`src/rtl/acs_unit.sv`:
```
// acs_unit: add-compare-select stage for the K=3, (7,5) Viterbi trellis.
// Four path metrics are updated per valid branch-metric set. Each update
// produces one survivor decision bit per next-state. Metrics saturate at the
// top of their range and are renormalised once all four reach NORM_T.
module acs_unit #(
  parameter int PM_W    = 8,
  parameter int NORM_T  = 64,
  parameter int INIT_PM = 16
) (
  input  logic            clk,
  input  logic            rst_n,
  input  logic            clear,
  input  logic            valid_in,
  input  logic [1:0]      bm00,
  input  logic [1:0]      bm01,
  input  logic [1:0]      bm10,
  input  logic [1:0]      bm11,
  output logic            valid_out,
  output logic [3:0]      dec,
  output logic [PM_W-1:0] pm0,
  output logic [PM_W-1:0] pm1,
  output logic [PM_W-1:0] pm2,
  output logic [PM_W-1:0] pm3,
  output logic [1:0]      best_state
);

  localparam logic [PM_W:0]   PM_MAX = {1'b0, {PM_W{1'b1}}};
  localparam logic [PM_W-1:0] NORM_V = PM_W'(NORM_T);
  localparam logic [PM_W-1:0] INIT_V = PM_W'(INIT_PM);
  localparam logic [PM_W-1:0] ZERO_V = {PM_W{1'b0}};

  // Widen a metric by one bit and add a branch metric, so the sum cannot wrap.
  function automatic logic [PM_W:0] add_bm(input logic [PM_W-1:0] pm, input logic [1:0] bm);
    return {1'b0, pm} + {{(PM_W-1){1'b0}}, bm};
  endfunction

  // Clamp a widened sum back into the PM_W-bit metric range.
  function automatic logic [PM_W-1:0] sat(input logic [PM_W:0] x);
    logic [PM_W-1:0] r;
    if (x > PM_MAX) begin
      r = {PM_W{1'b1}};
    end else begin
      r = x[PM_W-1:0];
    end
    return r;
  endfunction

  logic [PM_W-1:0] pm_r    [4];
  logic [PM_W:0]   cand0_s [4];
  logic [PM_W:0]   cand1_s [4];
  logic [PM_W-1:0] sel_s   [4];
  logic [PM_W-1:0] nxt_s   [4];
  logic [3:0]      dec_s;
  logic            norm_s;
  logic [1:0]      best_s;

  // Candidate metrics: ns={u,a} is reached from p0={a,0} and p1={a,1}.
  always_comb begin
    cand0_s[0] = add_bm(pm_r[0], bm00);
    cand1_s[0] = add_bm(pm_r[1], bm11);
    cand0_s[1] = add_bm(pm_r[2], bm10);
    cand1_s[1] = add_bm(pm_r[3], bm01);
    cand0_s[2] = add_bm(pm_r[0], bm11);
    cand1_s[2] = add_bm(pm_r[1], bm00);
    cand0_s[3] = add_bm(pm_r[2], bm01);
    cand1_s[3] = add_bm(pm_r[3], bm10);
  end

  // Compare-select on the full-width sums; ties keep p0. Also flag renormalisation.
  always_comb begin
    dec_s  = 4'b0000;
    norm_s = 1'b1;
    for (int i = 0; i < 4; i++) begin
      sel_s[i] = ZERO_V;
      if (cand1_s[i] < cand0_s[i]) begin
        dec_s[i] = 1'b1;
        sel_s[i] = sat(cand1_s[i]);
      end else begin
        dec_s[i] = 1'b0;
        sel_s[i] = sat(cand0_s[i]);
      end
      if (sel_s[i] < NORM_V) begin
        norm_s = 1'b0;
      end else begin
        norm_s = norm_s;
      end
    end
  end

  // Renormalise when every metric has reached NORM_T, then pick the lowest (first index on ties).
  always_comb begin
    best_s = 2'd0;
    for (int i = 0; i < 4; i++) begin
      if (norm_s) begin
        nxt_s[i] = sel_s[i] - NORM_V;
      end else begin
        nxt_s[i] = sel_s[i];
      end
    end
    for (int i = 1; i < 4; i++) begin
      if (nxt_s[i] < nxt_s[best_s]) begin
        best_s = 2'(i);
      end else begin
        best_s = best_s;
      end
    end
  end

  // Metric, decision and best-state registers; clear restarts the trellis ahead of valid_in.
  always_ff @(posedge clk or negedge rst_n) begin
    if (!rst_n) begin
      pm_r[0]    <= ZERO_V;
      pm_r[1]    <= INIT_V;
      pm_r[2]    <= INIT_V;
      pm_r[3]    <= INIT_V;
      dec        <= 4'b0000;
      best_state <= 2'd0;
      valid_out  <= 1'b0;
    end else if (clear) begin
      pm_r[0]    <= ZERO_V;
      pm_r[1]    <= INIT_V;
      pm_r[2]    <= INIT_V;
      pm_r[3]    <= INIT_V;
      dec        <= 4'b0000;
      best_state <= 2'd0;
      valid_out  <= 1'b0;
    end else if (valid_in) begin
      pm_r[0]    <= nxt_s[0];
      pm_r[1]    <= nxt_s[1];
      pm_r[2]    <= nxt_s[2];
      pm_r[3]    <= nxt_s[3];
      dec        <= dec_s;
      best_state <= best_s;
      valid_out  <= 1'b1;
    end else begin
      valid_out  <= 1'b0;
    end
  end

  assign pm0 = pm_r[0];
  assign pm1 = pm_r[1];
  assign pm2 = pm_r[2];
  assign pm3 = pm_r[3];

endmodule

```
`config.mk`:
```
export PLATFORM = sky130hd
export DESIGN_NAME = acs_unit
export DESIGN_NICKNAME = d
export VERILOG_FILES = /design/src/rtl/acs_unit.sv
export SDC_FILE = /design/constraint.sdc
export NUM_CORES = 1
export LEC_CHECK = 0
export ABC_AREA = 1
export CORE_ASPECT_RATIO = 1.1
export CORE_MARGIN = 2
export CORE_UTILIZATION = 55
export CTS_CLUSTER_SIZE = 30
export DETAILED_ROUTE_END_ITERATION = 6
export GPL_TIMING_DRIVEN = 0
export PLACE_DENSITY = 0.78
export SYNTH_ARGS = -nofsm -noshare
export SYNTH_HDL_FRONTEND = slang
export SYNTH_SLANG_ARGS = --single-unit
export TNS_END_PERCENT = 50
```
`constraint.sdc`:
```
create_clock -name clk -period 11.9 [get_ports clk]
set_clock_uncertainty 0.15 [all_clocks]
set_input_delay 1.19 -clock clk [delete_from_list [all_inputs] [get_ports clk]]
set_output_delay 1.19 -clock clk [all_outputs]
set_load 0.005 [all_outputs]
```
==> impl_metrics.toml <==
[run_status]
status = "completed"

[synthesis]
yosysUniqueCellTypes = 36
netlist_instances = 694
syn_nets = 786
netlist_area_sq_mm = 0.00475
yosys.area.top_type = "dfrtp_1"
syn_area_per_cell_sq_um = 6.85
yosysTopAreaCellShare = 0.190
yosysWarningCount = 0
synth-seq-cells = 39
ys_seq_area_frac = 0.206
synth.area.top_cells = "dfrtp_1, ha_1, nand2_1"

[worst_setup_path]
crit_path_start_kind = "primary input"
critPathArrivalTime_ns = 9.57
critPathKind = "in -> reg"
cp-end-kind = "register"
cp_common_cell = "nand2_1"
critPathMaxFanout = 10
cp.required_ns = 12.00
slowest_stage = "clkdlybuf4s50_1"
crit_path_max_incr_delay_ns = 0.53

[timing]
setup_tns_ns = 0
fin_crit_sh = 0.796
fmax_ghz = 0.106
relSlewSlack = 0.531
setup_viol = 0
hold_viol = 0
fin_ws_ns = 2.43
slew_viol_final = 0
grt_setup_unrepaired = "no"
worstMarginPinSlew_ns = 0.704
fin_crit_ns = 9.47

[placed_design]
port-buffer-count = 50
globalplace.congestion = 0.941
preCtsSetupSlack_ns = 2.28
post-dp-hpwl_mm = 11.7
placed_cells = 856

[route]
antenna_left = 0
drc_errors = 0
dr.pass1.iters = 5
drtIter0Drc = 249
vias_per_cell = 5.59
vias = 4839
avgRoutedWirePerCell_um = 16.4
routed_wl_mm = 14.2

[final_layout]
fin_cells = 865
layout_commonest_cell = "nand2_1"
finalNetCount = 844
drive_above_1_share = 0.0465
n_fill_cell = 763
fin_util = 0.661
layout_common_cells = "nand2_1, inv_1, ha_1"
areaGrowthSynthToFinish_pct = 16.3

[die]
core_area_sq_mm = 0.00836
dieArea_sq_mm = 0.00940
die_w_um = 92.6
start_util = 0.568
rows = 35
die_h_um = 101
io_pins = 51

[clock_network]
cts-root-buf = "clkbuf_8"
cts_htree_levels = 2
clock_path_buffers = 2
insertion_delay_ns = 0.30
numCtsBuffers = 5
cts.clk_slew.worst_paths_ns = 0.09
cts_hold_buf = 0
post_cts_buffers = 0
cts.sinks = 39
cts_resized = 0
cts_tree = "built"

[global_route]
grt_pass1_vias = 4981
grt_max_degree = 24
antenna_found_initial = 1
grt_usage = 0.317
grt_pass1_wl_mm = 23.3
gr-total-overflow = 0

[job]
cap_violations = 0

[hold_path]
worstHoldPathType = "reg -> reg"
[routing by layer]
| layer | wire [um] | track usage |
|---|---|---|
| met3 | 551 | 0.0446 |
| met2 | 7160 | 0.577 |
| met1 | 5670 | 0.352 |
| met4 | 801 | 0.190 |
| met5 | 0 | 0 |
[cell usage after synthesis]
cell type  number
a211oi_1        2
a21o_1          1
a21oi_1        28
a22oi_1         4
and2_1          1
buf_2           3
buf_4           2
clkbuf_1        6
clkinv_1        2
dfrtp_1        36
dfstp_2         3
fa_1            8
ha_1           72
inv_1         106
inv_2           2
mux2i_1         1
nand2_1       184
nand2_2         5
nand2_4         1
nand3_1        31
nand3_2         2
nand4_1         4
nor2_1         48
nor2_2          2
nor3_1          4
nor3_2          1
nor4_1          1
o2111ai_1       2
o211ai_1        2
o21ai_0        55
o21ai_1         2
o22ai_1        29
o31ai_1         1
or2_2           4
xnor2_1         1
xor2_1         38
[flip-flops by register name, indices dropped and copies added, names as in the netlist]
register,count
best_state,2
dec,4
pm0,8
pm1,8
pm2,8
pm3,8
valid_out,1
[final cells by class]
cell class / instances / area, sq um / share of cell area
repair buffers: 51 / 515 / 0.0933
flip-flops and latches: 39 / 980 / 0.177
plain buffers: 11 / 52.6 / 0.00951
clock inverters: 2 / 35.0 / 0.00634
inverters: 110 / 413 / 0.0747
well taps: 111 / 139 / 0.0251
diodes: 1 / 2.50 / 0.000453
clock buffers: 6 / 82.6 / 0.0149
multi-input cells: 534 / 3310 / 0.598
[final timing paths]
kind                                                  end  slack (ns)                      start  cells after the start
min in group asynchronous              pm1[1]$_DFFE_PN0P_        0.67                      rst_n                      1
worst min register to register  best_state[0]$_DFFE_PN0P_        0.34  best_state[0]$_DFFE_PN0P_                      2
max in group asynchronous              pm1[4]$_DFFE_PN1P_       10.36                      rst_n                      2
worst max register to register  best_state[1]$_DFFE_PN0P_        3.39         pm3[1]$_DFFE_PN0P_                     47
worst max-delay path            best_state[1]$_DFFE_PN0P_        2.43                    bm10[1]                     48
worst min-delay path            best_state[0]$_DFFE_PN0P_        0.34  best_state[0]$_DFFE_PN0P_                      2
[critical path: cells and delay by family]
family                     cells  cell delay (ns)
buffers and inverters          6             1.38
AOI/OAI and AO/OA              9             1.79
adders and majority gates      6             1.79
and+or+nand+nor               26             3.20
xor gates and xnor gates       1             0.17
[cell families (layout without fill, tap and decap cells)]
kind of cell,Yosys count,after routing,synth area share
compound gates,126,126,0.147
xor+xnor,39,39,0.0719
fa+ha+maj,80,80,0.223
buf+inv,121,180,0.0980
flops,39,39,0.206
mux,1,1,0.00211
other cells,0,1,0
simple gates,288,288,0.251
[through the flow]
step           instance area (sq um)  hold slack (ns)
6_report                        5530            0.337
4_1_cts                         5520            0.339
5_1_grt                         5520            0.381
3_3_place_gp                    5390            0.315
2_1_floorplan                   4750            0.322
3_5_place_dp                    5410            0.314
Power is not shown: default switching activity piles up to over one toggle a cycle in this logic, so the estimate is an artifact.
